File: config.mk
export PLATFORM = sky130hd
export DESIGN_NAME = filter_switch_sequencer
export DESIGN_NICKNAME = d
export VERILOG_FILES = /design/src/rtl/filter_switch_sequencer.sv
export SDC_FILE = /design/constraint.sdc
export NUM_CORES = 1
export LEC_CHECK = 0
export ABC_CLOCK_PERIOD_IN_PS = 6900
export CAP_MARGIN = 5
export CORE_ASPECT_RATIO = 0.9
export CORE_UTILIZATION = 55
export CTS_CLUSTER_DIAMETER = 100
export DETAILED_ROUTE_END_ITERATION = 6
export DONT_BUFFER_PORTS = 1
export PLACE_DENSITY_LB_ADDON = 0.05
export SYNTH_ARGS = -nofsm -noshare
export SYNTH_HDL_FRONTEND = slang
export SYNTH_SLANG_ARGS = --single-unit
File: constraint.sdc
create_clock -name i_clk -period 6.9 [get_ports i_clk]
set_input_delay 1.035 -clock i_clk [delete_from_list [all_inputs] [get_ports i_clk]]
set_output_delay 1.035 -clock i_clk [all_outputs]
set_load 0.005 [all_outputs]
File: src/rtl/filter_switch_sequencer.sv
// Drives the RF low-pass filter relays from the DDS frequency word.
// Band changes are debounced, then run a mute/break/select/make/settle sequence.
module filter_switch_sequencer #(
    parameter int STABLE_CYC = 16,
    parameter int MUTE_CYC   = 64,
    parameter int BREAK_CYC  = 2048,
    parameter int SETTLE_CYC = 8192,
    parameter int CNT_W      = 16
) (
    input  logic        i_clk,
    input  logic        i_rst,
    input  logic [31:0] i_freqw,
    input  logic        i_hold,
    output logic [2:0]  o_filter_select,
    output logic        o_relay_en,
    output logic        o_dac_mute,
    output logic        o_busy,
    output logic        o_switch_done
);

    typedef enum logic [2:0] {INIT, IDLE, QUAL, MUTE, BREAK, MAKE, SETTLE} state_t;

    localparam logic [CNT_W-1:0] STABLE_N    = CNT_W'(STABLE_CYC);
    localparam logic [CNT_W-1:0] MUTE_LAST   = CNT_W'(MUTE_CYC - 1);
    localparam logic [CNT_W-1:0] BREAK_LAST  = CNT_W'(BREAK_CYC - 1);
    localparam logic [CNT_W-1:0] SETTLE_LAST = CNT_W'(SETTLE_CYC - 1);

    state_t           r_state;
    logic [2:0]       r_curBand;
    logic [2:0]       r_candBand;
    logic [2:0]       r_tgtBand;
    logic [CNT_W-1:0] r_cnt;

    state_t           w_stateNext;
    logic [2:0]       w_band;
    logic [2:0]       w_curBandNext;
    logic [2:0]       w_candBandNext;
    logic [2:0]       w_tgtBandNext;
    logic [CNT_W-1:0] w_cntNext;
    logic [CNT_W-1:0] w_cntInc;
    logic [2:0]       w_selNext;
    logic             w_doneNext;
    logic             w_relayNext;
    logic             w_muteNext;
    logic             w_busyNext;

    // Equal-to-edge values fall into the higher band, hence strict less-than.
    always_comb begin
        w_band = 3'd7;
        if (i_freqw < 32'd523449139) w_band = 3'd6;
        if (i_freqw < 32'd289462899) w_band = 3'd5;
        if (i_freqw < 32'd171351299) w_band = 3'd4;
        if (i_freqw < 32'd101558080) w_band = 3'd3;
        if (i_freqw < 32'd63977116)  w_band = 3'd2;
        if (i_freqw < 32'd40712710)  w_band = 3'd1;
        if (i_freqw < 32'd26396153)  w_band = 3'd0;
    end

    assign w_cntInc = r_cnt + CNT_W'(1);

    always_comb begin
        w_stateNext    = r_state;
        w_curBandNext  = r_curBand;
        w_candBandNext = r_candBand;
        w_tgtBandNext  = r_tgtBand;
        w_cntNext      = r_cnt;
        w_selNext      = o_filter_select;
        w_doneNext     = 1'b0;
        case (r_state)
            INIT: begin
                w_tgtBandNext = w_band;
                w_cntNext     = '0;
                w_stateNext   = BREAK;
            end
            IDLE: begin
                if (!i_hold && (w_band != r_curBand)) begin
                    w_candBandNext = w_band;
                    if (STABLE_CYC == 1) begin
                        w_tgtBandNext = w_band;
                        w_cntNext     = '0;
                        w_stateNext   = MUTE;
                    end else begin
                        w_cntNext   = CNT_W'(1);
                        w_stateNext = QUAL;
                    end
                end
            end
            QUAL: begin
                if (w_band == r_candBand) begin
                    if (w_cntInc == STABLE_N) begin
                        w_tgtBandNext = r_candBand;
                        w_cntNext     = '0;
                        w_stateNext   = MUTE;
                    end else begin
                        w_cntNext = w_cntInc;
                    end
                end else if (w_band == r_curBand) begin
                    w_stateNext = IDLE;
                end else begin
                    w_candBandNext = w_band;
                    w_cntNext      = CNT_W'(1);
                end
            end
            MUTE: begin
                if (r_cnt == MUTE_LAST) begin
                    w_cntNext   = '0;
                    w_stateNext = BREAK;
                end else begin
                    w_cntNext = w_cntInc;
                end
            end
            BREAK: begin
                if (r_cnt == BREAK_LAST) begin
                    w_cntNext     = '0;
                    w_selNext     = 3'd7 - r_tgtBand;
                    w_curBandNext = r_tgtBand;
                    w_stateNext   = MAKE;
                end else begin
                    w_cntNext = w_cntInc;
                end
            end
            MAKE: begin
                w_cntNext   = '0;
                w_stateNext = SETTLE;
            end
            SETTLE: begin
                if (r_cnt == SETTLE_LAST) begin
                    w_cntNext   = '0;
                    w_doneNext  = 1'b1;
                    w_stateNext = IDLE;
                end else begin
                    w_cntNext = w_cntInc;
                end
            end
            default: w_stateNext = INIT;
        endcase

        // Outputs are decoded from the next state so they stay registered.
        w_relayNext = (w_stateNext == IDLE) || (w_stateNext == QUAL) ||
                      (w_stateNext == MUTE) || (w_stateNext == SETTLE);
        w_muteNext  = !((w_stateNext == IDLE) || (w_stateNext == QUAL));
        w_busyNext  = (w_stateNext != IDLE);
    end

    always_ff @(posedge i_clk or posedge i_rst) begin
        if (i_rst) begin
            r_state         <= INIT;
            r_curBand       <= 3'd0;
            r_candBand      <= 3'd0;
            r_tgtBand       <= 3'd0;
            r_cnt           <= '0;
            o_filter_select <= 3'd7;
            o_relay_en      <= 1'b0;
            o_dac_mute      <= 1'b1;
            o_busy          <= 1'b1;
            o_switch_done   <= 1'b0;
        end else begin
            r_state         <= w_stateNext;
            r_curBand       <= w_curBandNext;
            r_candBand      <= w_candBandNext;
            r_tgtBand       <= w_tgtBandNext;
            r_cnt           <= w_cntNext;
            o_filter_select <= w_selNext;
            o_relay_en      <= w_relayNext;
            o_dac_mute      <= w_muteNext;
            o_busy          <= w_busyNext;
            o_switch_done   <= w_doneNext;
        end
    end

endmodule

==> flow_summary_export.csv <==
group,metric,value,unit
logic_synthesis,synth_edf_count,0,
power_and_ir_drop,p_per_area,201,nW/um2
floorplan,coreArea,5320,um2
placed_design,dp_cells,433,
logic_synthesis,synthCells,387,
finish,fin_area,3150,um2
logic_synthesis,yosysWarningCount,0,
grt,grt_pass1_vias,2610,
timing,slew_viol_final,0,
cts,root_buffer,"clkbuf_8",
logic_synthesis,synth_area_leaders,"dfrtp_1 24%, nand2_1 6.2%, dfstp_2 4.3%",
floorplan,fp.dieW,81.0,um
worst_setup_path,crit_arrival,4.27,ns
drt,num_vias,2935,
drt,drc,0,
timing,rsz0062_at_grt,"no",
grt,grt_usage,25.6,%
cts,cts_htree_levels,2,
timing,fin_crit_sh,59.3,%
cts,clock_latency,0.29,ns
drt,final_antenna_net_count,0,
timing,fin_crit,4.09,ns
finish,fin_cells,441,
worst_hold_path,min_path_type,"flop to flop",
finish,n_antenna_cell,0,
drt,drtIter0Drc,276,
timing,fin_setup_tns,0,ns
logic_synthesis,synth_top_area_share,24.3,%
finish,area_growth,1.91,%
worst_setup_path,start_kind,"input port",
finish,final_nets,409,
timing,clock.fmax,244,MHz
grt,antenna_found_initial,0,
floorplan,initial_core_util,58.0,%
grt,grt_max_degree,36,
drt,totalWireLength,7.18,mm
power_and_ir_drop,worst_ir_drop_vdd,0.166,mV
cts,cts_setup_buffers,0,
logic_synthesis,ys_seq_area_share,28.6,%
logic_synthesis,netlist_area,3090,um2
timing,slew_headroom,51.7,%
run_status,status,"finished, final reports clean",
cts,cts_tree,"yes",
logic_synthesis,syn_avg_cell_area,7.98,um2
cts,cts_max_path_buffers,2,
power_and_ir_drop,leakage,1.24,nW
placed_design,place_congestion,0.848,
timing,finalClockSkew,0.00813,ns
floorplan,ios,42,
worst_setup_path,critPathKind,"input port to flop",
placed_design,hpwl,5.28,mm
logic_synthesis,ys_ff_latch,35,
timing,hold_viol,0,
timing,setup_viol,0,
cts,hold_buffers,0,
worst_setup_path,cp-end-kind,"flop",
worst_setup_path,cp_max_fo,16,
cts,cts_buffers,5,
logic_synthesis,syn_nets,423,
cts,clkTransAtPathRegs,0.07,ns
cts,cts_sinks,35,
floorplan,die_area,5920,um2
worst_setup_path,cp.required,7.07,ns
drt,first_pass_iters,5,
grt,grt_pass1_wl,11.9,mm
drt,routedWlPerCell,16.3,um
logic_synthesis,ys_types,78,
flow_run,cap_viol_max_count,0,
drt,vias_per_cell,6.66,
placed_design,dpl_cell_area,3060,um2
grt,grt_remaining_overflow,0,
finish,drive_gt1_share,8.02,%
logic_synthesis,synth_area_leader_cell,"dfrtp_1",
floorplan,fp-row-count,25,
floorplan,fp.dieH,73.1,um
logic_synthesis,synth_flop_cell,"dfrtp_1",
cts,postCtsResizedCells,0,
timing,tightest_slew,0.724,ns
placed_design,io_buffer_count,0,
logic_synthesis,synthArstFlopShare,100,%
finish,final_util,59.2,%
timing,fin_hold_ws,0.458,ns
[power breakdown]
part           switching, mW  internal [mW]
Clock                 0.0743         0.0705
Combinational         0.0876         0.0922
Sequential            0.0615          0.245
Total                  0.223          0.407
[kinds of logic after synthesis]
group / Yosys count / share of synthesized area [%]
compound gates: 115 / 28.5
xor+xnor: 5 / 1.42
fa+ha+maj: 1 / 0.405
buf+inv: 33 / 5.15
flops: 35 / 28.6
mux: 11 / 3.89
simple gates: 187 / 32.1
[worst paths after layout]
check | depth (start not counted) | slack [ns] | startpoint | end
setup / recovery | 10 | 2.81 | i_freqw[30] | r_cnt[13]$_DFFE_PP0P_
hold / removal | 1 | 0.46 | r_tgtBand[0]$_DFFE_PP0P_ | o_filter_select[0]$_DFFE_PP1P_
setup reg to reg | 9 | 3.59 | r_cnt[0]$_DFFE_PP0P_ | r_cnt[13]$_DFFE_PP0P_
hold reg to reg | 1 | 0.46 | r_tgtBand[0]$_DFFE_PP0P_ | o_filter_select[0]$_DFFE_PP1P_
max in group asynchronous | 2 | 5.81 | i_rst | o_filter_select[2]$_DFFE_PP1P_
min in group asynchronous | 2 | 0.74 | i_rst | r_cnt[4]$_DFFE_PP0P_
[synth_stat cells, types with 5 or more instances]
| master | number |
|---|---|
| clkbuf_1 | 17 |
| nor2_1 | 26 |
| nand3_1 | 14 |
| and3_1 | 6 |
| a21o_1 | 6 |
| nand2_1 | 51 |
| nand2b_1 | 9 |
| and4_1 | 5 |
| nor3_1 | 18 |
| dfstp_2 | 5 |
| mux2_1 | 5 |
| a211o_1 | 9 |
| nor3b_1 | 7 |
| nor4_1 | 6 |
| a21oi_1 | 16 |
| nand4_1 | 12 |
| o21ai_0 | 17 |
| inv_1 | 10 |
| dfrtp_1 | 30 |
| or3_1 | 7 |
| or2_1 | 6 |
[stage by stage]
step	worst slack (ns)	total power, mW
floorplan	2.89	0.454
global placement	2.58	0.480
detailed placement	2.50	0.487
CTS	2.81	0.635
global route	2.58	0.671
finish	2.81	0.631
[registers in the layout, summed over array words and instances (netlist names)]
name / cells
r_tgtBand: 3
r_state: 3
o_filter_select: 3
r_curBand: 3
o_busy: 1
o_dac_mute: 1
o_switch_done: 1
r_cnt: 16
r_candBand: 3
o_relay_en: 1
[critical path, stage by stage]
cell and delay, ns:
or3_1 0.51, or3_4 0.39, a211oi_4 0.40, or2_1 0.16, o311ai_1 0.12, a221o_1 0.40, o211ai_2 0.19, nor2_1 0.05
or3_1 0.57, a221o_1 0.44
[area by class of cell]
cell class | instances | area, um2
Tap cell | 67 | 83.8
Clock inverter | 2 | 12.5
Timing Repair Buffer | 1 | 7.51
Clock buffer | 6 | 72.6
Fill cell | 504 | 2170
Multi-Input combinational cell | 319 | 2050
Sequential cell | 35 | 882
Inverter | 11 | 41.3
[metal layers]
layer	wire length, um	track usage, %	up-vias
met2	3200	38.8	93
met1	3550	37.7	1395
met3	359	3.88	7
met4	78	6.94	0
met5	0	0	-
li1	-	-	1440
[cells in the final DEF, fill, tap and decap left out, types with 6 or more instances in the layout]
cell type,n
nand2b_1,9
o21ai_0,17
and3_1,6
nand4_1,12
or2_1,6
nand2_1,51
inv_1,10
nor4_1,6
a21oi_1,16
nor3_1,18
dfrtp_1,30
nor3b_1,7
or3_1,7
nor2_1,26
nand3_1,14
a21o_1,6
a211o_1,9
(Power assumes the default switching activity.)
